`src/rtl/crypto_pkg.sv`:
```
// rtl/crypto_pkg.sv - shared owner encoding and arbiter state type for the crypto memory arbiter
package crypto_pkg;

  localparam logic OWN_CPU = 1'b0;
  localparam logic OWN_ENG = 1'b1;

  localparam logic [3:0] BURST_SAT = 4'd15;

  typedef enum logic [1:0] {
    S_IDLE   = 2'd0,
    S_ACCESS = 2'd1,
    S_WAIT   = 2'd2
  } arb_state_t;

endpackage

```
`src/rtl/crypto_mem_arbiter_rr_arb2.sv`:
```
// rtl/crypto_mem_arbiter_rr_arb2.sv - combinational 2-way round-robin winner select with engine lock override
module rr_arb2
  import crypto_pkg::*;
(
  input  logic [1:0] req,
  input  logic       last_owner,
  input  logic       lock_hold,
  output logic       winner
);

  // req[0] is the CPU, req[1] the engine; a tie goes to whoever did not own last
  always_comb begin
    winner = OWN_CPU;
    if (lock_hold)
      winner = OWN_ENG;
    else if (req == 2'b01)
      winner = OWN_CPU;
    else if (req == 2'b10)
      winner = OWN_ENG;
    else if (req == 2'b11)
      winner = ~last_owner;
  end

endmodule

```
`src/rtl/crypto_mem_arbiter.sv`:
```
// rtl/crypto_mem_arbiter.sv - shares the single-port data memory between CPU load/store path and crypto engine
module crypto_mem_arbiter
  import crypto_pkg::*;
#(
  parameter int ADDR_W    = 8,
  parameter int DATA_W    = 8,
  parameter int MEM_LAT   = 1,
  parameter int MAX_BURST = 4
) (
  input  logic              clk,
  input  logic              reset,
  input  logic              cpu_req,
  input  logic              cpu_we,
  input  logic [ADDR_W-1:0] cpu_addr,
  input  logic [DATA_W-1:0] cpu_wdata,
  output logic              cpu_gnt,
  output logic              cpu_rvalid,
  output logic [DATA_W-1:0] cpu_rdata,
  output logic              cpu_stall,
  input  logic              eng_req,
  input  logic              eng_we,
  input  logic              eng_lock,
  input  logic [ADDR_W-1:0] eng_addr,
  input  logic [DATA_W-1:0] eng_wdata,
  output logic              eng_gnt,
  output logic              eng_rvalid,
  output logic [DATA_W-1:0] eng_rdata,
  output logic              mem_en,
  output logic              mem_we,
  output logic [ADDR_W-1:0] mem_addr,
  output logic [DATA_W-1:0] mem_wdata,
  input  logic [DATA_W-1:0] mem_rdata,
  output logic              busy
);

  if (MEM_LAT < 1 || MEM_LAT > 4) begin : g_bad_mem_lat
    $error("crypto_mem_arbiter: MEM_LAT must be 1..4");
  end
  if (MAX_BURST < 1 || MAX_BURST > 15) begin : g_bad_max_burst
    $error("crypto_mem_arbiter: MAX_BURST must be 1..15");
  end

  arb_state_t state, state_nxt;
  logic       grant_now;
  logic       capture;
  logic       winner;
  logic       lock_hold;
  logic       last_owner;
  logic [1:0] wait_cnt;
  logic [3:0] burst_cnt;

  // The engine keeps a locked burst only while it has not starved a waiting CPU
  assign lock_hold = (last_owner == OWN_ENG) & eng_req & eng_lock &
                     ((burst_cnt < 4'(MAX_BURST)) | ~cpu_req);

  rr_arb2 u_arb (
    .req       ({eng_req, cpu_req}),
    .last_owner(last_owner),
    .lock_hold (lock_hold),
    .winner    (winner)
  );

  assign cpu_stall = cpu_req & ~cpu_gnt;
  assign busy      = (state != S_IDLE);

  always_ff @(posedge clk or posedge reset) begin
    if (reset)
      state <= S_IDLE;
    else
      state <= state_nxt;
  end

  always_comb begin
    state_nxt = state;
    grant_now = 1'b0;
    capture   = 1'b0;
    case (state)
      S_IDLE: begin
        if (cpu_req | eng_req) begin
          grant_now = 1'b1;
          state_nxt = S_ACCESS;
        end
      end
      S_ACCESS: state_nxt = mem_we ? S_IDLE : S_WAIT;
      S_WAIT: begin
        if (wait_cnt == 2'd0) begin
          capture   = 1'b1;
          state_nxt = S_IDLE;
        end
      end
      default: state_nxt = S_IDLE;
    endcase
  end

  always_ff @(posedge clk or posedge reset) begin
    if (reset) begin
      cpu_gnt    <= 1'b0;
      eng_gnt    <= 1'b0;
      cpu_rvalid <= 1'b0;
      eng_rvalid <= 1'b0;
      cpu_rdata  <= '0;
      eng_rdata  <= '0;
      mem_en     <= 1'b0;
      mem_we     <= 1'b0;
      mem_addr   <= '0;
      mem_wdata  <= '0;
      last_owner <= OWN_ENG;
      burst_cnt  <= 4'd0;
      wait_cnt   <= 2'd0;
    end else begin
      cpu_gnt    <= 1'b0;
      eng_gnt    <= 1'b0;
      cpu_rvalid <= 1'b0;
      eng_rvalid <= 1'b0;
      mem_en     <= 1'b0;
      mem_we     <= 1'b0;

      if (grant_now) begin
        mem_en     <= 1'b1;
        last_owner <= winner;
        if (winner == OWN_ENG) begin
          eng_gnt   <= 1'b1;
          mem_we    <= eng_we;
          mem_addr  <= eng_addr;
          mem_wdata <= eng_wdata;
          if (eng_lock)
            burst_cnt <= (burst_cnt == BURST_SAT) ? BURST_SAT : burst_cnt + 4'd1;
          else
            burst_cnt <= 4'd0;
        end else begin
          cpu_gnt   <= 1'b1;
          mem_we    <= cpu_we;
          mem_addr  <= cpu_addr;
          mem_wdata <= cpu_wdata;
          burst_cnt <= 4'd0;
        end
      end

      if (state == S_ACCESS && !mem_we)
        wait_cnt <= 2'(MEM_LAT - 1);
      else if (state == S_WAIT && wait_cnt != 2'd0)
        wait_cnt <= wait_cnt - 2'd1;

      if (capture) begin
        if (last_owner == OWN_ENG) begin
          eng_rdata  <= mem_rdata;
          eng_rvalid <= 1'b1;
        end else begin
          cpu_rdata  <= mem_rdata;
          cpu_rvalid <= 1'b1;
        end
      end
    end
  end

endmodule

```
`config.mk`:
```
export PLATFORM = sky130hd
export DESIGN_NAME = crypto_mem_arbiter
export DESIGN_NICKNAME = d
export VERILOG_FILES = /design/src/rtl/crypto_pkg.sv /design/src/rtl/crypto_mem_arbiter_rr_arb2.sv /design/src/rtl/crypto_mem_arbiter.sv
export SDC_FILE = /design/constraint.sdc
export NUM_CORES = 1
export LEC_CHECK = 0
export ABC_AREA = 1
export BUFFER_PORTS_ARGS = -buffer_cell sky130_fd_sc_hd__buf_4
export CAP_MARGIN = 40
export CORE_UTILIZATION = 52
export CTS_CLUSTER_SIZE = 30
export DETAILED_ROUTE_END_ITERATION = 8
export PLACE_DENSITY = 0.9
export SYNTH_ARGS = -nofsm -noshare
export SYNTH_HDL_FRONTEND = slang
export SYNTH_SLANG_ARGS = --single-unit
```
`constraint.sdc`:
```
create_clock -name clk -period 2 [get_ports clk]
set_input_delay 0.2 -clock clk [delete_from_list [all_inputs] [get_ports clk]]
set_output_delay 0.2 -clock clk [all_outputs]
set_load 0.05 [all_outputs]
```
# After elaboration in Yosys (flattened, before gate mapping)
# Cells that the tools add are included.
# totals
word_cells	75
out_inout_bits	40
regBits	47
# op_classes
n_mux	30
bitwise	9
n_eq_ne	8
add_sub_neg	2
n_lt_le_gt_ge	1
reduce_logical	11
# op_table
cell	count
$mux W1	19
$mux W8	2
$mux W4	3
$mux W2	5
$eq A2 B2 Y1 const B	3
$pmux W2 S3	1
$reduce_and A2 Y1	3
$reduce_bool A2 Y1	3
$add A4 B1 Y4 const B	1
$and A1 B1 Y1	4
$eq A2 B1 Y1 const B	2
$eq A4 B4 Y1 const B	1
$logic_not A2 Y1	2
$lt A4 B3 Y1 const B	1
$ne A2 B2 Y1 const B	2
$not A1 Y1	3
$logic_and A1 B1 Y1	2
$or A1 B1 Y1	2
$sub A2 B1 Y2 const B	1
$logic_not A1 Y1	1

# Longest topological paths before layout
# Gate-level depths: netlist of run 1.
# logic_depth
ltp_word	7
mapped_depth	8
depth_no_buf	7

# Hierarchy
# From an unflattened synthesis of run 1, not the netlist that was laid out.
# hier_totals
cells_unflattened	268
area_unflattened_um2	2187.1
# by_module_without_submodules
module	instances	cells_each	area_each_um2	seq_area_each_um2
crypto_mem_arbiter	1	264	2172.1	1177.4
rr_arb2	1	4	15.0	0.0

# Worst setup path before layout of run 1
# No wires, ideal clock.
# synth_path
kind	register -> output
startpoint	reg cpu_gnt
endpoint	out cpu_stall
required_ns	1.800
path_slack_ns	0.520
stages_incl_launch_ff	2
path_buffers	0
arrival_time_ns	1.280
cell_sequence	dfrtp_1 nor2_1
# synth_between
elab_chain_cells	2
# synth_lines
item	line	text
start: declaration	crypto_mem_arbiter.sv:16	output logic cpu_gnt,
start signal: assignment	crypto_mem_arbiter.sv:97	cpu_gnt <= 1'b0;
start signal: assignment	crypto_mem_arbiter.sv:111	cpu_gnt <= 1'b0;
start signal: assignment	crypto_mem_arbiter.sv:131	cpu_gnt <= 1'b1;
$not A1 Y1	crypto_mem_arbiter.sv:63	assign cpu_stall = cpu_req & ~cpu_gnt;
$and A1 B1 Y1	crypto_mem_arbiter.sv:63	
end: declaration	crypto_mem_arbiter.sv:19	output logic cpu_stall,
# No other way between the ends.

# Worst setup path after layout of run 1
# layout_path
startpoint	reg wait_cnt[0]
endpoint	reg eng_rdata[2]
# layout_between
elab_chain_cells	4
# layout_lines
item	line	text
start: declaration	crypto_mem_arbiter.sv:49	logic [1:0] wait_cnt;
start signal: assignment	crypto_mem_arbiter.sv:140	wait_cnt <= 2'(MEM_LAT - 1);
start signal: assignment	crypto_mem_arbiter.sv:142	wait_cnt <= wait_cnt - 2'd1;
$logic_not A2 Y1	crypto_mem_arbiter.sv:86	if (wait_cnt == 2'd0) begin
$mux W1	crypto_mem_arbiter.sv:86	
$mux W1	crypto_mem_arbiter.sv:77	case (state)
$reduce_and A2 Y1 (no source line)	--	
end signal: assignment	crypto_mem_arbiter.sv:146	eng_rdata <= mem_rdata;
end: declaration	crypto_mem_arbiter.sv:27	output logic [DATA_W-1:0] eng_rdata,
# No other way between the ends.
# A chain may end at the register's enable or synchronous reset.

==> impl_metrics.json, run 1 <==
{
  "cellPowerDensity_mw_per_mm2": 1807,
  "critPathBufInv": 1,
  "drcViolationCount": 0,
  "path_clk_slew_ns": 0.09,
  "ctsLongestPathBuffers": 2,
  "yosysTopAreaCell": "dfrtp_1",
  "avgViaCountPerCell": 5.277,
  "ir_drop_mv": 0.9692,
  "pwr-share-seq_pct": 30.6,
  "postSynth.asyncResetShare_pct": 100.0,
  "cpLargestDelayFamily": "simple AND/OR/NAND/NOR gates",
  "worstPathRequired_ns": 2.16,
  "crit_path_cell_trace": "inv_1, ha_1, nand3_2, nand2_1, o21ai_0",
  "tns_ns": 0,
  "synth_seq_cells": 47,
  "yosys_most_used_dff": "dfrtp_1",
  "synth_cell_type_count": 24,
  "hpwl_um": 3706,
  "fp.dieW_um": 66.78,
  "power.leakage_nw": 1.561,
  "coreArea_mm2": 0.004029,
  "power_switching_mw": 2.688,
  "worst_pin_slew_ns": 0.4096,
  "slew_headroom_pct": 72.65,
  "syn-cell-area_mm2": 0.002182,
  "portBuffers": 86,
  "first_global_vias": 1789,
  "first_pass_iters": 4,
  "synthTopCellsByCount": "nand2_1 (57), dfrtp_1 (46), nand3_1 (35)",
  "crit_fanout": 17,
  "drv_cap": 0,
  "clk_latency_ns": 0.30,
  "synth.most_common_cell": "nand2_1",
  "power.internal_mw": 2.584,
  "htreeDepth": 2,
  "gp_congestion": 0.8283,
  "rsz0062_at_grt": "no",
  "syn2layout_area_growth_pct": 33.66,
  "pwr-share-comb_pct": 56.7,
  "io_pins": 87,
  "wl_per_cell_um": 13.86,
  "drive_gt1_share_pct": 35.08,
  "die_h_um": 66.78,
  "status": "completed",
  "wl_um": 5198,
  "drtIter0Drc": 178,
  "end_kind": "flip-flop",
  "placed_area_mm2": 0.002804,
  "cp_slowest_cell": "dfrtp_1",
  "cts-root-buf": "clkbuf_8",
  "vias": 1979,
  "finalHoldViolations": 0,
  "yosysWarnings": 0,
  "hold_class": "primary input to flip-flop",
  "cts_tree": "built",
  "synth_cells": 240,
  "setup-violations-final": 0,
  "critPathKind": "flip-flop to flip-flop",
  "critPathMaxStageDelay_ns": 0.38,
  "gr-usage-all-layers_pct": 25.37,
  "avgSynthCellArea_um2": 9.092,
  "n_antenna_cell": 0,
  "pwr-share-clk_pct": 12.8,
  "critPathLaunchType": "flip-flop",
  "cts.sinks": 47,
  "grt_pass1_wl_um": 8293,
  "fin_crit_ns": 1.390,
  "ys_seq_area_share_pct": 53.96,
  "fin_crit_sh_pct": 69.51,
  "fp.dieArea_mm2": 0.004460,
  "switching_share_pct": 50.98,
  "synth_top_area_share_pct": 52.75,
  "final_design_area_no_fill_mm2": 0.002917,
  "nNetsFinal": 374,
  "arrival_ns": 1.55,
  "postRouteAntennaNets": 0,
  "grt-ovfl-total": 0,
  "rows": 23,
  "timing.fmax_ghz": 0.7193,
  "start_util_pct": 54.16,
  "synth_nets": 289,
  "cts_buffers": 5,
  "antenna_found_initial": 0,
  "cts_setup_buffers": 0,
  "grt_max_degree": 48,
  "synth-edff-count": 0,
  "slew_viol_final": 0,
  "fin_worst_skew_ns": 0.01004,
  "synthTopCellsByArea": "dfrtp_1 (53%), nand2_1 (9.8%), nand3_1 (8.0%)"
}
## path summary, 6_finish.rpt
check | start | endpoint | slack (ns) | cells past startpoint
max | wait_cnt[0]$_DFFE_PP0P_ | eng_rdata[2]$_DFFE_PP0P_ | 0.61 | 5
min | cpu_we | mem_we$_DFF_PP0_ | 0.09 | 3
max reg2reg | wait_cnt[0]$_DFFE_PP0P_ | eng_rdata[2]$_DFFE_PP0P_ | 0.61 | 5
min reg2reg | cpu_rdata[7]$_DFFE_PP0P_ | cpu_rdata[7]$_DFFE_PP0P_ | 0.49 | 2
max in group asynchronous | reset | last_owner$_DFFE_PP1P_ | 1.22 | 4
min in group asynchronous | reset | cpu_rdata[3]$_DFFE_PP0P_ | 0.49 | 4
## placed cells by master, fill, tap and decap left out
master,synthesis,layout
nand4_1,18,18
nor2_4,1,1
buf_4,2,88
inv_2,5,6
clkbuf_8,0,5
clkbuf_1,0,1
nor2_1,7,7
inv_1,20,19
o21ai_0,16,16
nor2_2,4,4
nand2_8,1,1
nand2_2,2,2
dfrtp_1,46,46
ha_1,2,2
dlygate4sd3_1,0,1
buf_12,1,1
nand2_4,1,1
nand3_2,3,3
a21oi_1,3,3
nand2_1,57,57
o21ai_1,5,5
dfstp_2,1,1
bufinv_16,0,1
o22ai_1,1,1
nand3_1,35,35
## power by group through the flow
stage | combinational [mW] | clock (mW) | sequential, mW
finish | 2.99 | 0.673 | 1.61
global route | 3.16 | 0.707 | 1.66
CTS | 3.00 | 0.673 | 1.60
detailed placement | 2.99 | 0 | 1.61
global placement | 2.92 | 0 | 1.62
floorplan | 1.00 | 0 | 2.82
## tightest hold or removal path: stages
cell     delay (ns)
buf_4          0.08
nand2_1        0.04
nand2_1        0.05
## kinds of logic after synthesis
group | share of synthesized area, %
buf+inv | 9.862
flops | 53.96
fa+ha+maj | 1.147
simple gates | 29.24
compound gates | 5.791
## flip-flops by register name, indices dropped and copies added (netlist names)
signal / count
eng_rdata: 8
wait_cnt: 2
last_owner: 1
state: 2
cpu_gnt: 1
cpu_rdata: 8
mem_en: 1
mem_addr: 8
eng_rvalid: 1
mem_wdata: 8
cpu_rvalid: 1
mem_we: 1
burst_cnt: 4
eng_gnt: 1
## metrics by stage
step,util [%],total power [mW],hold slack (ns),setup WS [ns],cells
2_1_floorplan,-,3.819,0.3096,0.5204,240
6_report,72.39,5.271,0.09320,0.6097,375
3_3_place_gp,69.60,4.533,0.2602,0.7441,367
5_1_grt,72.39,5.523,0.08996,0.4536,375
4_1_cts,72.39,5.276,0.09005,0.6318,375
3_5_place_dp,69.60,4.601,0.2645,0.6914,367
## layer usage
layer | track usage (%) | up-vias | share of wire (%)
li1 | - | 964 | -
met1 | 33.71 | 903 | 42
met2 | 40.03 | 101 | 49
met3 | 5.308 | 11 | 7.1
met4 | 10.64 | 0 | 1.8
met5 | 0 | - | 0
## layout make-up
cell class | instances | area [um^2]
Clock buffer | 6 | 72.57
Clock inverter | 1 | 30.03
Fill cell | 298 | 1112
Inverter | 25 | 93.84
Multi-Input combinational cell | 156 | 789.5
Sequential cell | 47 | 1177
Tap cell | 50 | 62.56
Timing Repair Buffer | 90 | 690.7
## what timing repair did
item,CTS,global route
endpoints found under the hold margin,46,0
setup endpoints to repair,0,0
hold buffers,1,0
resized for setup,0,0
(Power assumes the default switching activity.)
==> run 2: changes to the inputs <==
Settings changed: CORE_UTILIZATION 52 to 48, PLACE_DENSITY 0.9 to 0.84.
Clock period 2 ns to 1.4 ns, I/O delays scaled along.
==> run 2 against run 1 <==
  * Non-clock buffer count grew 2
  * Register-to-register slack lost 0.52 ns
  * First-iteration DRC count shrank 7.9%
  * Clock skew shrank 0.0047 ns
  * Via count grew 0.86%
  * Die area grew 8.1%
  * Flip-flop and latch count is the same
  * Combinational power grew 44%
  * Total power grew 40%
  * Setup slack lost 0.52 ns
  * Worst hold slack lost 0.046 ns
  * Critical endpoint is now mem_we$_DFF_PP0_
  * Largest cell class unchanged
  * Largest power group unchanged
==> impl_metrics.json, run 2 (same netlist as run 1, synthesis figures left out) <==
{
  "status": "completed",
  "power_switching_mw": 3.859,
  "drive_gt1_share_pct": 36.17,
  "tns_ns": 0,
  "grt_max_degree": 25,
  "endpoint": "mem_we$_DFF_PP0_",
  "setup-violations-final": 0,
  "first_global_vias": 1850,
  "grt-ovfl-total": 0,
  "m1WireLength_um": 2319,
  "cp.depth": 7,
  "clk_latency_ns": 0.29,
  "fin_crit_sh_pct": 93.55,
  "gr-usage-all-layers_pct": 22.20,
  "reg2regPathDepth": 7,
  "drcViolationCount": 0,
  "grt_pass1_wl_um": 8590,
  "post-place-ws_ns": 0.03029,
  "finalHoldViolations": 0,
  "end_kind": "flip-flop",
  "cellPowerDensity_mw_per_mm2": 2514,
  "crit_path_start": "last_owner$_DFFE_PP1P_",
  "worstPathRequired_ns": 1.59,
  "avgViaCountPerCell": 5.239,
  "cp_slowest_cell": "dfstp_2",
  "drtIter0Drc": 164,
  "start_util_pct": 50.11,
  "portBuffers": 86,
  "reg2reg_from": "last_owner$_DFFE_PP1P_",
  "vias": 1996,
  "power.leakage_nw": 1.558,
  "fin_crit_ns": 1.310,
  "postRouteAntennaNets": 0,
  "first_pass_iters": 4,
  "path_clk_slew_ns": 0.09,
  "switching_share_pct": 52.21,
  "crit_fanout": 18,
  "crit_top_cell": "nand2_1",
  "worst_pin_slew_ns": 0.4566,
  "syn2layout_area_growth_pct": 34.75,
  "gp_congestion": 0.7764,
  "timing.rr.end": "mem_we$_DFF_PP0_",
  "coreArea_mm2": 0.004354,
  "nNetsFinal": 377,
  "stdcell_count": 381,
  "wl_um": 5313,
  "cts_buffers": 5,
  "power.internal_mw": 3.532,
  "slew_viol_final": 0,
  "antenna_found_initial": 0,
  "crit_path_cell_trace": "nand2_1, inv_2, nand2_8, nand2_8, nor2_2, nand2_1, nand2_1",
  "ir_drop_mv": 1.467,
  "cts-root-buf": "clkbuf_8",
  "arrival_ns": 1.50,
  "final_cell_mix": "buf_4 (91), nand2_1 (57), dfrtp_1 (46)",
  "wl_met2_um": 2667,
  "fp.dieArea_mm2": 0.004820,
  "cts.sinks": 47,
  "setup_ws_ns": 0.09031,
  "wl_per_cell_um": 13.94,
  "htreeDepth": 2,
  "cts_tree": "built",
  "timing.fmax_ghz": 0.7635,
  "slew_headroom_pct": 69.52,
  "cpLargestDelayFamily": "flip-flops",
  "fin_worst_skew_ns": 0.005322,
  "pwr-share-seq_pct": 31.2,
  "top_layer": "met4",
  "critPathBufInv": 1,
  "dr_wl_met3_um": 242,
  "rows": 24,
  "placed_cells": 371,
  "die_h_um": 69.43,
  "critPathLaunchType": "flip-flop",
  "n_antenna_cell": 0,
  "fp.dieW_um": 69.43,
  "reg2reg_slack_ns": 0.09,
  "mostFrequentLayoutCell": "buf_4",
  "drv_cap": 0,
  "pwr-share-comb_pct": 58.2,
  "hold_class": "primary input to flip-flop",
  "ctsLongestPathBuffers": 2,
  "hpwl_um": 3729,
  "critPathMaxStageDelay_ns": 0.60,
  "io_pins": 87,
  "pwr-share-clk_pct": 10.6,
  "critPathKind": "flip-flop to flip-flop",
  "utilization_pct": 67.53
}
## run 2: cell types whose count changed in the layout (fill, tap and decap cells not counted), sizes merged
cell and change:
clkinv +1, clkbuf +1, buf +2, nand2 +1, bufinv -1
## run 2: how the worst min path moves through the flow
stage / slack [ns] / from / cells after the start / endpoint
final: 0.05 / cpu_we / 3 / mem_we$_DFF_PP0_
after global routing: 0.06 / eng_we / 3 / mem_we$_DFF_PP0_
after CTS: 0.04 / cpu_we / 3 / mem_we$_DFF_PP0_
after detailed placement: 0.19 / reset / 2 / mem_addr[1]$_DFFE_PP0P_
after global placement: 0.18 / reset / 2 / mem_addr[1]$_DFFE_PP0P_
after floorplan: 0.25 / cpu_we / 2 / mem_we$_DFF_PP0_
## run 2: tightest hold or removal path: stages
cell and delay, ns:
buf_4 0.08, nand2_1 0.04, nand2_1 0.05
## run 2: layer usage
layer	vias up	global-route usage, %
met1	954	30.83
met4	0	6.803
met2	62	35.60
li1	972	-
met5	-	0
met3	8	4.070
## run 2: cell type report
| cell class | count | area [um^2] |
|---|---|---|
| fillers | 346 | 1414 |
| inverters | 25 | 93.84 |
| multi-input cells | 157 | 829.5 |
| repair buffers | 92 | 693.2 |
| flip-flops and latches | 47 | 1177 |
| clock buffers | 7 | 76.32 |
| well taps | 52 | 65.06 |
| clock inverters | 1 | 5.005 |
## run 2: per-stage QoR
stage,hold WS (ns),total power [mW],instance area [um^2]
3_5_place_dp,0.1853,6.584,2811
6_report,0.04682,7.391,2940
2_1_floorplan,0.2496,5.459,2185
4_1_cts,0.03924,7.366,2903
5_1_grt,0.06490,7.773,2940
3_3_place_gp,0.1845,6.494,2811
## run 2: timing repair
action | 4_1_cts | 5_1_grt
hold endpoints to repair | 19 | 0
setup endpoints to repair | 0 | 16
gates resized for setup | 0 | 4
hold buffers | 1 | 0
buffers inserted | 0 | 0
## run 2: power by group through the flow
stage | clock network [mW] | logic [mW] | registers, mW
after floorplan | 0 | 1.43 | 4.03
after global placement | 0 | 4.19 | 2.31
final | 0.785 | 4.30 | 2.31
after global routing | 0.849 | 4.56 | 2.37
after CTS | 0.793 | 4.28 | 2.29
after detailed placement | 0 | 4.28 | 2.30
